===== config.mk =====
export PLATFORM = sky130hd
export DESIGN_NAME = serial_add_sub
export DESIGN_NICKNAME = d
export VERILOG_FILES = /design/src/rtl/serial_add_sub.sv
export SDC_FILE = /design/constraint.sdc
export NUM_CORES = 1
export LEC_CHECK = 0
export ABC_AREA = 1
export BUFFER_PORTS_ARGS = -buffer_cell sky130_fd_sc_hd__buf_4
export CELL_PAD_IN_SITES_DETAIL_PLACEMENT = 0
export CELL_PAD_IN_SITES_GLOBAL_PLACEMENT = 2
export CORE_ASPECT_RATIO = 0.9
export CORE_MARGIN = 3
export CORE_UTILIZATION = 28
export CTS_CLUSTER_SIZE = 40
export DETAILED_ROUTE_END_ITERATION = 7
export PLACE_DENSITY_LB_ADDON = 0.1
export SYNTH_ARGS = -nofsm -noshare
export SYNTH_HDL_FRONTEND = slang
export SYNTH_SLANG_ARGS = --single-unit

===== constraint.sdc =====
create_clock -name clk -period 1.5 [get_ports clk]
set_input_delay 0.075 -clock clk [delete_from_list [all_inputs] [get_ports clk]]
set_output_delay 0.075 -clock clk [all_outputs]
set_load 0.05 [all_outputs]

===== src/rtl/serial_add_sub.sv =====
// Digit-serial two's-complement adder/subtractor: one DIGIT-wide ripple slice
// walks the operands LSB-first, with valid/ready handshakes on both sides.
module serial_add_sub #(
    parameter int WIDTH = 8,
    parameter int DIGIT = 2
) (
    input  logic             clk,
    input  logic             rst_n,
    input  logic             in_valid,
    output logic             in_ready,
    input  logic             op_sub,
    input  logic [WIDTH-1:0] a,
    input  logic [WIDTH-1:0] b,
    input  logic             cin,
    output logic             out_valid,
    input  logic             out_ready,
    output logic [WIDTH-1:0] sum,
    output logic             cout,
    output logic             ovf,
    output logic             zero
);

    localparam int N  = WIDTH / DIGIT;
    localparam int CW = (N > 1) ? $clog2(N) : 1;
    localparam logic [CW-1:0] LAST = CW'(N - 1);

    typedef enum logic [1:0] {IDLE, RUN, DONE} state_t;

    state_t           state, state_nxt;
    logic [WIDTH-1:0] a_sh, b_sh, acc, acc_nxt, dsum_w;
    logic             carry;
    logic [CW-1:0]    cnt;
    logic [DIGIT-1:0] dsum;
    logic [DIGIT:0]   c;
    logic             last;

    // Ripple slice; c[DIGIT-1] is the carry into the digit MSB, needed for ovf.
    always_comb begin
        c      = '0;
        dsum   = '0;
        c[0]   = carry;
        for (int unsigned i = 0; i < DIGIT; i++) begin
            dsum[i]  = a_sh[i] ^ b_sh[i] ^ c[i];
            c[i + 1] = (a_sh[i] & b_sh[i]) | (c[i] & (a_sh[i] ^ b_sh[i]));
        end
        dsum_w            = '0;
        dsum_w[DIGIT-1:0] = dsum;
        acc_nxt           = (acc >> DIGIT) | (dsum_w << (WIDTH - DIGIT));
    end

    assign last     = (cnt == LAST);
    assign in_ready = (state == IDLE);

    always_ff @(posedge clk or negedge rst_n) begin
        if (!rst_n) state <= IDLE;
        else        state <= state_nxt;
    end

    always_comb begin
        state_nxt = state;
        case (state)
            IDLE:    if (in_valid)  state_nxt = RUN;
            RUN:     if (last)      state_nxt = DONE;
            DONE:    if (out_ready) state_nxt = IDLE;
            default:                state_nxt = IDLE;
        endcase
    end

    always_ff @(posedge clk or negedge rst_n) begin
        if (!rst_n) begin
            a_sh      <= '0;
            b_sh      <= '0;
            acc       <= '0;
            carry     <= 1'b0;
            cnt       <= '0;
            sum       <= '0;
            cout      <= 1'b0;
            ovf       <= 1'b0;
            zero      <= 1'b0;
            out_valid <= 1'b0;
        end else begin
            case (state)
                IDLE: if (in_valid) begin
                    a_sh  <= a;
                    b_sh  <= op_sub ? ~b : b;
                    carry <= cin ^ op_sub;
                    cnt   <= '0;
                end
                RUN: begin
                    a_sh  <= a_sh >> DIGIT;
                    b_sh  <= b_sh >> DIGIT;
                    acc   <= acc_nxt;
                    carry <= c[DIGIT];
                    if (last) begin
                        sum       <= acc_nxt;
                        cout      <= c[DIGIT];
                        ovf       <= c[DIGIT] ^ c[DIGIT-1];
                        zero      <= (acc_nxt == '0);
                        out_valid <= 1'b1;
                    end else begin
                        cnt <= cnt + CW'(1);
                    end
                end
                DONE: if (out_ready) out_valid <= 1'b0;
                default: ;
            endcase
        end
    end

endmodule


==> results.sh <==
export IMPL_ys_seq_area_share_pct=50.9
export IMPL_setup_violations=5
export IMPL_drv_cap=0
export IMPL_hold_viol=0
export IMPL_swShare_pct=46.5
export IMPL_worst_clock_skew_ns=0.00606
export IMPL_netlist_area_um2=1920
export IMPL_clkPwrFrac_pct=13.8
export IMPL_yosysUniqueCellTypes=19
export IMPL_cp_arrival_ns=1.92
export IMPL_worstSetupPathType="flip-flop to flip-flop"
export IMPL_globalRouteOverflowTotal=0
export IMPL_critPathCapture="zero"
export IMPL_core_area_um2=6380
export IMPL_p_sw_w=0.00253
export IMPL_drive_gt1_share_pct=21.4
export IMPL_timing_rr_start="a_sh[0]"
export IMPL_yosys_warnings=0
export IMPL_antenna_found_initial=0
export IMPL_multiInputGateArea_um2=769
export IMPL_wirelength_mm=4.37
export IMPL_hold_class="input port to flip-flop"
export IMPL_dp_hpwl_mm=3.13
export IMPL_cts_sinks=39
export IMPL_cts_buffers=5
export IMPL_grt_first_pass_wirelength_mm=7.60
export IMPL_ys_seq_elements=39
export IMPL_ctsRootBufferMaster="clkbuf_8"
export IMPL_drt_iter0_drc=55
export IMPL_violations="setup timing"
export IMPL_status="finished with violations"
export IMPL_critPathLaunchType="flip-flop"
export IMPL_seq_power_share_pct=32.4
export IMPL_wl_per_cell_um=11.4
export IMPL_worstRegToRegCells=7
export IMPL_power_frac_comb_pct=53.8
export IMPL_ant_nets=0
export IMPL_avgSynthCellArea_um2=7.67
export IMPL_ios=35
export IMPL_n_antenna_cell=0
export IMPL_start_util_pct=30.0
export IMPL_rows=27
export IMPL_leakage_nw=1.32
export IMPL_nFillCells=688
export IMPL_powerDensity_nw_per_um2=2240
export IMPL_io_buffers=34
export IMPL_clk_pin_slew_ns=0.09
export IMPL_fin_crit_sh_pct=112
export IMPL_tns_ns=-0.473
export IMPL_crit_path_max_fanout=2
export IMPL_cts_tree="yes"
export IMPL_fmax_mhz=595
export IMPL_reg2reg_to="zero"
export IMPL_regArea_um2=976
export IMPL_drtPass1Iterations=4
export IMPL_cts_max_level=2
export IMPL_p_total_w=0.00544
export IMPL_final_cell_count_no_fill=382
export IMPL_irDropWorstVdd_v=0.000986
export IMPL_slew_headroom_pct=66.1
export IMPL_die_area_um2=7880
export IMPL_die_h_um=84.5
export IMPL_nets=319
export IMPL_vias=1568
export IMPL_clk_latency_ns=0.30
export IMPL_fp_dieW_um=93.2
export IMPL_rrSetupSlack_ns=-0.18
export IMPL_fin_crit_ns=1.68
export IMPL_synth_nets=275
export IMPL_holdWs_ns=0.0182
export IMPL_cts_path_max_buffers=2
export IMPL_p_int_w=0.00291
export IMPL_netlist_instances=250
export IMPL_area_delta_synth_final_pct=26.4
export IMPL_end_kind="flip-flop"
export IMPL_cp_required_ns=1.74
export IMPL_grt_usage_pct=12.3
export IMPL_setup_slack_ns=-0.180
export IMPL_finalMaxSlewViolations=0
export IMPL_drc=0
export IMPL_grt_max_degree=40
export IMPL_gp_congestion=0.679
export IMPL_tightest_slew_ns=0.508
export IMPL_crit_start="a_sh[0]"
export IMPL_grt_pass1_vias=1577
export IMPL_via_per_inst=4.10
export IMPL_dp_cells=370
export IMPL_rsz0062_at_grt="true"
## registers in the layout (all words and copies together), names as in the netlist
signal,count
zero,1
acc,6
state,2
a_sh,8
carry,1
b_sh,8
cnt,2
sum,8
cout,1
ovf,1
out_valid,1
## worst max-delay path, stage by stage, from the launching register on
cell and delay (ns):
dfrtp_1 0.36, inv_2 0.05, fa_2 0.39, fa_2 0.54, nand2_1 0.06, nor2_1 0.09
nand3_1 0.07, nand2_1 0.06
## what timing repair did
item / CTS / global route
hold buffers: 2 / 0
endpoints found under the hold margin: 40 / 0
pin swaps: 2 / 1
buffers inserted: 2 / 0
endpoints found under the setup margin: 6 / 6
resized for setup: 2 / 1
gates cloned: 0 / 0
## Yosys cell counts
cell type / n / area, um2
xnor2_1: 1 / 8.76
o21ai_2: 1 / 8.76
o31ai_1: 1 / 7.51
buf_4: 2 / 15.0
buf_2: 7 / 35.0
dfrtp_1: 39 / 976
nand2_2: 2 / 12.5
ha_1: 1 / 12.5
o21ai_1: 4 / 20.0
inv_2: 2 / 7.51
nor2_2: 1 / 6.26
nor2_1: 7 / 26.3
nand3_1: 26 / 130
o21ai_0: 14 / 70.1
nand2_1: 111 / 417
clkinv_1: 1 / 3.75
inv_1: 26 / 97.6
buf_6: 2 / 22.5
fa_1: 2 / 40.0
## cell usage in the layout, fill, tap and decap left out
master	synthesis	final
inv_1	26	25
buf_4	2	46
dfrtp_1	39	39
dlygate4sd3_1	0	2
clkinvlp_4	0	1
o21ai_1	4	5
nand2_2	2	2
clkbuf_8	0	5
clkinv_4	0	2
nand2_1	111	111
nand3_1	26	26
nor2_4	0	1
clkinv_1	1	1
o31ai_1	1	1
nor2_1	7	7
o21ai_0	14	13
xnor2_1	1	1
inv_2	2	3
o21ai_2	1	1
ha_1	1	1
fa_2	0	2
## how the worst min path moves through the flow
stage,from,endpoint,slack (ns),cells past startpoint
floorplan,rst_n,a_sh[0],-0.22,0
global placement,rst_n,sum[3],0.09,1
detailed placement,rst_n,sum[3],0.09,1
CTS,a[6],a_sh[6],0.01,3
global route,a[7],a_sh[7],0.04,3
finish,a[6],a_sh[6],0.02,3
## power groups by stage
| stage | logic (W) | registers (W) | clock network, W |
|---|---|---|---|
| finish | 0.00293 | 0.00176 | 0.000748 |
| global route | 0.00332 | 0.00182 | 0.000825 |
| CTS | 0.00299 | 0.00177 | 0.000778 |
| detailed placement | 0.00293 | 0.00179 | 0 |
| global placement | 0.00293 | 0.00178 | 0 |
| floorplan | 0.00167 | 0.00217 | 0 |
## layer usage
metal  global-route usage (%)  wire, um
met1                     17.1      2270
met2                     18.6      1890
met3                     3.23       149
met4                     3.99        57
met5                        0         0
## cell families (layout without fill, tap and decap cells)
family | after synthesis | count (layout) | synth area share [%]
flip-flops | 39 | 39 | 50.9
buffers and inverters | 40 | 85 | 9.46
AO/OA/AOI/OAI | 20 | 20 | 5.55
XOR/XNOR | 1 | 1 | 0.457
adder cells (fa/ha/maj) | 3 | 3 | 2.74
AND/OR/NAND/NOR | 147 | 147 | 30.9
## area by class of cell
type / count / share of cell area (%)
multi-input combinational: 171 / 31.8
timing repair buffer: 48 / 15.1
inverter: 29 / 4.49
tap: 87 / 4.49
clock inverter: 3 / 1.03
sequential: 39 / 40.3
clock buffer: 5 / 2.84
## through the flow
step                      setup WS, ns  area (um2)  util, %
after floorplan                 -0.111        1920        -
after global placement          -0.134        2290     35.9
after detailed placement        -0.171        2290     35.9
after CTS                       -0.160        2420     37.9
after global routing            -0.245        2420     37.9
final                           -0.180        2420     37.9
Power figures use the tool's default switching activity.
